[src/rtl/prng_word_buffer.sv]
// prng_word_buffer
// Takes the generator's two output words each enabled cycle, throws away a
// warm-up window after every restart, whitens the pair (in_a ^ in_b) and
// queues the result in a small first-word-fall-through FIFO presented as a
// valid/ready stream. Words that arrive while the FIFO is full are dropped
// and counted.
//
// state | meaning
// ------+-------------------------------------------------------------------
// IDLE  | en low (or out of reset); inputs ignored, warm counter cleared
// WARM  | en high, still inside the warm-up window; words are discarded
// RUN   | en high, warm-up done; every enabled cycle writes one word
//
// The en cycle that leaves IDLE is always discarded and counts as the first
// warm-up cycle, so WARMUP=N discards exactly N cycles for N>=1. For
// WARMUP<=1 that single transition cycle already covers the window, so IDLE
// moves straight to RUN and one cycle is discarded.

module prng_word_buffer #(
  parameter int DEPTH  = 8,
  parameter int WARMUP = 4
) (
  input  logic                     clk_i,
  input  logic                     rst_i,
  input  logic                     en_i,
  input  logic [31:0]              in_a_i,
  input  logic [31:0]              in_b_i,
  input  logic                     clr_i,
  output logic [31:0]              out_data_o,
  output logic                     out_valid_o,
  input  logic                     out_ready_i,
  output logic [$clog2(DEPTH):0]   level_o,
  output logic [15:0]              drop_count_o,
  output logic                     overflow_o
);

  localparam int AW  = $clog2(DEPTH);
  localparam int LW  = AW + 1;
  localparam int WCW = (WARMUP < 2) ? 1 : $clog2(WARMUP + 1);

  localparam logic [WCW-1:0] WARM_LAST = WCW'(WARMUP);
  localparam logic [LW-1:0]  LVL_FULL  = LW'(DEPTH);

  typedef enum logic [1:0] {
    ST_IDLE = 2'd0,
    ST_WARM = 2'd1,
    ST_RUN  = 2'd2
  } state_t;

  state_t           state_q, state_d;
  logic [WCW-1:0]   warm_cnt_q, warm_cnt_d;
  logic [AW-1:0]    rd_ptr_q, rd_ptr_d;
  logic [AW-1:0]    wr_ptr_q, wr_ptr_d;
  logic [LW-1:0]    level_q, level_d;
  logic [31:0]      out_data_q, out_data_d;
  logic [15:0]      drop_cnt_q, drop_cnt_d;
  logic             overflow_q, overflow_d;
  logic [31:0]      mem_q [DEPTH];

  logic             fifo_empty;
  logic             fifo_full;
  logic             write;
  logic             pop;
  logic             push;
  logic             drop;
  logic [31:0]      wdata;

  // Warm-up sequencing: decides state and whether this cycle's words are kept
  always_comb begin
    state_d    = state_q;
    warm_cnt_d = warm_cnt_q;
    unique case (state_q)
      ST_IDLE: begin
        warm_cnt_d = '0;
        if (en_i) begin
          if (WARMUP <= 1) begin
            state_d = ST_RUN;
          end else begin
            state_d    = ST_WARM;
            warm_cnt_d = WCW'(1);
          end
        end
      end
      ST_WARM: begin
        if (!en_i) begin
          state_d    = ST_IDLE;
          warm_cnt_d = '0;
        end else if (warm_cnt_q + WCW'(1) == WARM_LAST) begin
          state_d    = ST_RUN;
          warm_cnt_d = '0;
        end else begin
          warm_cnt_d = warm_cnt_q + WCW'(1);
        end
      end
      ST_RUN: begin
        warm_cnt_d = '0;
        if (!en_i) begin
          state_d = ST_IDLE;
        end
      end
      default: begin
        state_d    = ST_IDLE;
        warm_cnt_d = '0;
      end
    endcase
  end

  // FSM state and warm counter registers
  always_ff @(posedge clk_i or posedge rst_i) begin
    if (rst_i) begin
      state_q    <= ST_IDLE;
      warm_cnt_q <= '0;
    end else begin
      state_q    <= state_d;
      warm_cnt_q <= warm_cnt_d;
    end
  end

  // Handshake decode; the write path only ever sees data when en is high
  always_comb begin
    fifo_empty = (level_q == '0);
    fifo_full  = (level_q == LVL_FULL);
    write      = (state_q == ST_RUN) && en_i;
    pop        = !fifo_empty && out_ready_i;
    push       = write && (!fifo_full || pop);
    drop       = write && fifo_full && !pop;
    wdata      = write ? (in_a_i ^ in_b_i) : 32'h0;
  end

  // Pointer/level bookkeeping and the registered head word
  always_comb begin
    rd_ptr_d   = pop  ? rd_ptr_q + AW'(1) : rd_ptr_q;
    wr_ptr_d   = push ? wr_ptr_q + AW'(1) : wr_ptr_q;
    level_d    = level_q + {{AW{1'b0}}, push} - {{AW{1'b0}}, pop};
    out_data_d = out_data_q;
    if (level_d != '0) begin
      // With one entry left after this cycle and a write happening, that
      // entry must be the word being written now (memory not yet updated).
      if (push && (level_d == LW'(1))) begin
        out_data_d = wdata;
      end else begin
        out_data_d = mem_q[rd_ptr_d];
      end
    end
  end

  // FIFO control registers
  always_ff @(posedge clk_i or posedge rst_i) begin
    if (rst_i) begin
      rd_ptr_q   <= '0;
      wr_ptr_q   <= '0;
      level_q    <= '0;
      out_data_q <= '0;
    end else begin
      rd_ptr_q   <= rd_ptr_d;
      wr_ptr_q   <= wr_ptr_d;
      level_q    <= level_d;
      out_data_q <= out_data_d;
    end
  end

  // FIFO storage; contents are meaningless once the pointers are reset
  always_ff @(posedge clk_i) begin
    if (push) begin
      mem_q[wr_ptr_q] <= wdata;
    end
  end

  // Drop statistics; clear takes priority over a same-cycle drop
  always_comb begin
    drop_cnt_d = drop_cnt_q;
    overflow_d = overflow_q;
    if (clr_i) begin
      drop_cnt_d = '0;
      overflow_d = 1'b0;
    end else if (drop) begin
      overflow_d = 1'b1;
      if (drop_cnt_q != 16'hFFFF) begin
        drop_cnt_d = drop_cnt_q + 16'd1;
      end
    end
  end

  // Drop statistics registers
  always_ff @(posedge clk_i or posedge rst_i) begin
    if (rst_i) begin
      drop_cnt_q <= '0;
      overflow_q <= 1'b0;
    end else begin
      drop_cnt_q <= drop_cnt_d;
      overflow_q <= overflow_d;
    end
  end

  assign out_data_o   = out_data_q;
  assign out_valid_o  = !fifo_empty;
  assign level_o      = level_q;
  assign drop_count_o = drop_cnt_q;
  assign overflow_o   = overflow_q;

endmodule

[config.mk]
export PLATFORM = sky130hd
export DESIGN_NAME = prng_word_buffer
export DESIGN_NICKNAME = d
export VERILOG_FILES = /design/src/rtl/prng_word_buffer.sv
export SDC_FILE = /design/constraint.sdc
export NUM_CORES = 1
export LEC_CHECK = 0
export ABC_AREA = 1
export BUFFER_PORTS_ARGS = -buffer_cell sky130_fd_sc_hd__buf_2
export CAP_MARGIN = 20
export CORE_MARGIN = 4
export CORE_UTILIZATION = 30
export DETAILED_ROUTE_END_ITERATION = 12
export PLACE_DENSITY = 0.47
export SLEW_MARGIN = 0
export SYNTH_ARGS = -nofsm -noshare
export SYNTH_HDL_FRONTEND = slang
export SYNTH_SLANG_ARGS = --single-unit
[constraint.sdc]
create_clock -name clk_i -period 3.36 [get_ports clk_i]
set_clock_uncertainty 0.15 [all_clocks]
set_input_delay 0.504 -clock clk_i [delete_from_list [all_inputs] [get_ports clk_i]]
set_output_delay 0.504 -clock clk_i [all_outputs]
set_load 0.03 [all_outputs]
Word-level counts from Yosys, hierarchy flattened
Memories as Yosys holds them, arrays and structs flattened.
Cells that the tools add are included.
{ "word_totals": {"ff_bits": 64, "mem_bits_rw": 256, "in_bits": 69, "output_inout_bits": 54, "elab_cells": 61, "mem_count": 1} }
{ "classes": {"addsub": 6, "n_eq_ne": 9, "muxes": 19, "bitwise": 1, "reduce_logical": 17} }
{ "memory_table": {"columns": ["memory", "depth", "word_bits", "rd", "rd_ports_with_merged_regs", "write_ports", "line", "source"], "rows": [
  ["mem_q", 8, 32, 1, 0, 1, "58", "logic [31:0] mem_q [DEPTH];"]
]} }
{ "ops": {"columns": ["cell", "count"], "rows": [
  ["32-bit 2-to-1 mux", 2],
  ["16-bit 2-to-1 mux", 3],
  ["32-bit bitwise XOR", 1],
  ["16-bit by 1-bit adder with 16-bit output, second input constant", 1],
  ["16-bit != test, second input constant", 1],
  ["3-bit by 1-bit adder with 3-bit output, second input constant", 3],
  ["3-bit 2-to-1 mux", 3],
  ["2-bit 2-to-1 mux", 4],
  ["1-bit logical AND", 6],
  ["2-bit one-hot mux with 3 select lines", 1],
  ["3-bit one-hot mux with 2 select lines", 1],
  ["1-bit 2-to-1 mux", 5],
  ["4-bit by 1-bit adder with 4-bit output", 1],
  ["4-bit by 1-bit == test with 1-bit output, second input constant", 1],
  ["4-bit == test, second input constant", 1],
  ["4-bit zero test", 1],
  ["2-bit != test, second input constant", 2],
  ["2-bit nonzero test", 2],
  ["4-bit nonzero test", 1],
  ["4-bit by 1-bit subtractor with 4-bit output", 1],
  ["3-bit == test, second input constant", 1],
  ["1-bit zero test", 3],
  ["3-bit != test, second input constant", 1],
  ["3-bit AND reduction", 1],
  ["other kinds (5)", 5]
]} }

Logic depth before layout (Yosys ltp)
{ "depth": {"ltp_word": 10, "mapped_depth": 20, "mapped_depth_nobuf": 19} }

Worst setup path after synthesis
Ideal clock, no wire load.
{ "synth_path": {"path_type": "reg-to-reg", "from": "register level_q[2], in the netlist level_o[2]", "to": "memory mem_q[0][0], enable pin", "setup_time_ns": 0.421, "t_arrival_ns": 3.065, "required_time_ns": 2.789, "setup_slack_ns": -0.276, "path_stages_with_launch": 10, "n_path_buf": 1, "period_less_slack_ns": 3.636, "cell_sequence": "dfrtp_1 > inv_1 > ha_1 > nand2_2 > nand2_2 > buf_6 > nand3_2 > nand2_2 > or2_2 > nor2_1"} }
{ "synth_via": {"elab_chain_len": 7, "word_cells_on_any_way": 9, "cone_classes": "eq/ne (1); mux (2); reduce/logical (6)"} }
{ "synth_lines": {"columns": ["element", "line", "source"], "rows": [
  ["start, declared", "54", "logic [LW-1:0] level_q, level_d;"],
  ["start signal, assigned", "157", "level_q <= level_d;"],
  ["4-bit zero test", "121", "fifo_empty = (level_q == '0);"],
  ["1-bit zero test", null, null],
  ["net out_valid_o", "30", "output logic out_valid_o,"],
  ["1-bit logical AND", "124", "pop = !fifo_empty && out_ready_i;"],
  ["1-bit logical OR", "125", "push = write && (!fifo_full || pop);"],
  ["1-bit logical AND", "125", null],
  ["1-bit 2-to-1 mux", "164", "if (push) begin"],
  ["1-bit 2-to-1 mux (implied by the code)", "165", "mem_q[wr_ptr_q] <= wdata;"],
  ["end, declared", "58", null]
]} }
The timed path passes the listed nets, and every way through them passes these cells.

Final worst setup path
{ "layout_path": {"from": "register level_q[2], in the netlist level_o[2]", "to": "register out_data_q[23], in the netlist out_data_o[23]"} }
{ "layout_via": {"elab_chain_len": 10, "word_cells_on_any_way": 15, "cone_classes": "add/sub (2); eq/ne (2); mux (2); reduce/logical (8); memory (1)"} }
{ "layout_lines": {"columns": ["element", "line", "source"], "rows": [
  ["4-bit zero test", "121", null],
  ["1-bit zero test", "124", null],
  ["1-bit logical AND", "124", null],
  ["1-bit logical OR", "125", null],
  ["1-bit logical AND", "125", null],
  ["4-bit by 1-bit adder with 4-bit output", "134", "level_d = level_q + {{AW{1'b0}}, push} - {{AW{1'b0}}, pop};"],
  ["4-bit by 1-bit subtractor with 4-bit output (*)", "134", null],
  ["net level_d[2]", "54", null],
  ["4-bit by 1-bit == test with 1-bit output", "139", "if (push && (level_d == LW'(1))) begin"],
  ["1-bit logical AND", "139", null],
  ["32-bit 2-to-1 mux", "139", null],
  ["end signal, assigned", "158", "out_data_q <= out_data_d;"],
  ["end, declared", "55", "logic [31:0] out_data_q, out_data_d;"]
]} }
Mark *: on every way through the listed nets, which the timed path passes. The rest lies on a longest branch.
A chain may end at the register's enable or synchronous reset.

==> results.tsv <==
stage	metric	value	unit
power	p_int	8.46	mW
logic_synthesis	syn_area	14800	um2
cts	clock_latency	0.54	ns
critical_path	criticalPathCategory	flop to flop	
cells_and_area	antennaDiodeCount	0	
logic_synthesis	syn_nets	1573	
detailed_routing	wl	42400	um
sta	period_minus_slack	3.20	ns
detailed_routing	dr.first_iter.drc_count	715	
cts	cts_buffers	38	
min_path	holdCritPathClass	primary input to flop	
logic_synthesis	avgSynthCellArea	9.93	um2
power	power	13.7	mW
sta	hold_viol_final	0	
die	pin_count	123	
place	dp_hpwl	23800	um
detailed_routing	drcViolationCount	0	
die	die-height	230	um
logic_synthesis	netlist_instances	1493	
critical_path	path_buf_inv	5	
power	p_sw	5.24	mW
detailed_routing	vias_per_cell	4.66	
global_route	grt_max_degree	94	
sta	worst_pin_slew	0.825	ns
global_route	antenna_found_initial	0	
die	die-area	53100	um2
detailed_routing	dr_total_vias	10794	
detailed_routing	ant_nets	0	
cells_and_area	layout-drive-gt1-share	15.3	%
critical_path	path_max_fanout	6	
status	status	finished clean	
die	initial_utilization	30.3	%
sta	rsz0062_at_grt	yes	
detailed_routing	first_pass_iters	5	
die	die_x	230	um
cells_and_area	final_nets	1703	
cts	cts_max_level	2	
critical_path	worst-path-stages	17	
global_route	grt.total_usage	15.8	%
power	peakVddDrop	547	uV
cts	clk_pin_slew	0.06	ns
critical_path	slowest_delay	0.37	ns
power	pwr-share-seq	34.5	%
critical_path	r2r-start	level_o[2]	
cells_and_area	layout_common_cells	nand3_1, inv_1, edfxtp_1	
die	core_area	49000	um2
critical_path	cp_common_cell	inv_1	
logic_synthesis	ys_seq_area_share	62.6	%
power	p_comb_share	36.4	%
global_route	grt_pass1_vias	10558	
power	powerDensity	771	nW/um2
power	switching_share	38.2	%
place	preCtsSetupSlack	0.0515	ns
cts	cts_tree	yes	
place	portBuffers	122	
critical_path	crit_path_start_kind	flop	
cts	clock-sinks	320	
job	drv_cap	0	
logic_synthesis	ys_warn_count	0	
die	rows	81	
critical_path	cp-end-kind	flop	
cts	cts_root_buf	clkbuf_16	
detailed_routing	routedWlPerCell	18.3	um
sta	maxSlewViolCount	0	
critical_path	rr_worst_depth	17	
power	clkPwrFrac	29.1	%
logic_synthesis	synth.distinct_cells	36	
critical_path	arrival	3.51	ns
critical_path	critical_path.top_delay_family	simple AND/OR/NAND/NOR gates	
power	leakagePower	8.01	nW
sta	finalCritPeriodShare	95.3	%
critical_path	startpoint	level_o[2]	
global_route	grt_pass1_wl	64700	um
critical_path	crit_required	3.67	ns
sta	finalSetupViolCount	0	
place	place.gp.congestion	0.781	
sta	maxSlewHeadroom	45.0	%
sta	max_freq	312	MHz
cts	cts_max_path_buffers	3	
min_path	min_from	en_i	
cells_and_area	num-fill-cells	4885	
sta	timing.final.ws_setup	0.160	ns
min_path	min_path_cells	3	
cells_and_area	final_common_cell	nand3_1	
critical_path	cpMaxStageDelayCell	fa_1	
cells_and_area	area_growth	19.9	%
critical_path	path_cells	inv_1 -> ha_1 -> nand2_2 -> nand2_2 -> nor2_1 -> inv_1 -> nand2_1 -> ha_1 -> inv_1 -> fa_1 -> xnor2_1 -> nand3b_1 -> nor3_4 -> buf_12 -> clkbuf_4 -> a21oi_1 -> a21oi_1	
logic_synthesis	ys_ff_latch	320	
global_route	grt.overflow.total	0	
==> layer usage <==
layer,routed length [um],up-vias,GRT usage [%]
met1,18400,5265,20.7
met2,21100,266,27.5
met5,0,-,0
met3,2000,63,2.23
li1,-,5200,-
met4,830,0,4.40
==> layout make-up <==
| class | count | area (um2) | share of cell area (%) |
|---|---|---|---|
| tap | 664 | 831 | 4.67 |
| sequential | 320 | 9290 | 52.3 |
| timing repair buffer | 168 | 1220 | 6.88 |
| multi-input combinational | 809 | 4160 | 23.4 |
| clock inverter | 16 | 121 | 0.683 |
| inverter | 286 | 1070 | 6.05 |
| clock buffer | 52 | 1070 | 6.00 |
==> cell usage after synthesis <==
| master | instances | area share, % |
|---|---|---|
| nand3_1 | 364 | 12 |
| inv_1 | 282 | 7.1 |
| edfxtp_1 | 256 | 52 |
| nand2_1 | 188 | 4.8 |
| nor2_1 | 80 | 2.0 |
| a21oi_1 | 66 | 2.2 |
| dfrtp_1 | 64 | 11 |
| xnor2_1 | 34 | 2.0 |
| buf_2 | 30 | 1.0 |
| clkbuf_1 | 24 | 0.61 |
| buf_4 | 11 | 0.56 |
| ha_1 | 10 | 0.84 |
| nand4_1 | 9 | 0.38 |
| xor2_1 | 9 | 0.53 |
| buf_1 | 8 | 0.20 |
| nand2_2 | 8 | 0.34 |
| o21ai_0 | 8 | 0.27 |
| nor3_1 | 7 | 0.24 |
| o31ai_1 | 7 | 0.35 |
| buf_6 | 5 | 0.38 |
| inv_2 | 4 | 0.10 |
| nand3b_1 | 2 | 0.10 |
| nor3_2 | 2 | 0.14 |
| o21ai_1 | 2 | 0.068 |
| or2_2 | 2 | 0.084 |
| a21boi_0 | 1 | 0.051 |
| a2bb2oi_1 | 1 | 0.059 |
| a31o_2 | 1 | 0.059 |
| a31oi_1 | 1 | 0.042 |
| fa_1 | 1 | 0.14 |
| nand3_2 | 1 | 0.068 |
| nor2_2 | 1 | 0.042 |
| nor3_4 | 1 | 0.11 |
| nor3b_1 | 1 | 0.051 |
| nor4_1 | 1 | 0.042 |
| o21ai_2 | 1 | 0.059 |
==> registers in the layout, summed over array words and instances (netlist names) <==
name	flops
rd_ptr_q	3
out_data_o	32
overflow_o	1
mem_q	256
wr_ptr_q	3
level_o	4
state_q	2
warm_cnt_q	3
drop_count_o	16
==> logic make-up after synthesis <==
kind of cell | after synthesis | share of synthesized area (%)
simple gates | 667 | 20.7
buf+inv | 364 | 10.0
fa+ha+maj | 11 | 0.979
xor+xnor | 43 | 2.54
compound gates | 88 | 3.19
flops | 320 | 62.6
==> path summary, 6_finish.rpt <==
check / endpoint / slack (ns)
setup / recovery: out_data_o[23] / 0.16
hold / removal: warm_cnt_q[1] / 0.11
setup reg to reg: out_data_o[23] / 0.16
hold reg to reg: state_q[0] / 0.34
max in group asynchronous: out_data_o[28] / 1.93
min in group asynchronous: drop_count_o[5] / 0.48
==> power groups by stage <==
stage	Sequential, mW	Combinational [mW]	Clock, mW
2_1_floorplan	5.16	2.92	0
3_3_place_gp	4.82	4.90	0
3_5_place_dp	4.81	4.97	0
4_1_cts	4.73	4.98	4.09
5_1_grt	4.76	5.51	4.24
6_report	4.73	4.99	3.98
==> metrics by stage <==
stage	setup TNS (ns)	cell area, um2	instances	util [%]	hold WS, ns
floorplan	-23.43	14800	1493	-	0.299
global placement	0	16500	2243	33.7	0.323
detailed placement	0	16500	2243	33.7	0.329
CTS	0	17700	2312	36.2	0.0841
global route	-0.0710	17800	2315	36.3	0.127
finish	0	17800	2315	36.3	0.114
==> worst reg2reg max path: stages (launching register included) <==
cell	delay (ns)
dfrtp_2	0.35
inv_1	0.07
ha_1	0.21
nand2_2	0.08
nand2_2	0.08
nor2_1	0.16
inv_1	0.09
nand2_1	0.07
ha_1	0.16
inv_1	0.06
fa_1	0.37
xnor2_1	0.15
nand3b_1	0.26
nor3_4	0.27
buf_12	0.15
clkbuf_4	0.22
a21oi_1	0.06
a21oi_1	0.17
==> what timing repair did <==
item,CTS,global route
setup endpoints to repair,0,31
hold endpoints to repair,38,0
setup buffers,0,2
hold buffers,1,0
gates resized for setup,0,8
(Power assumes the default switching activity.)
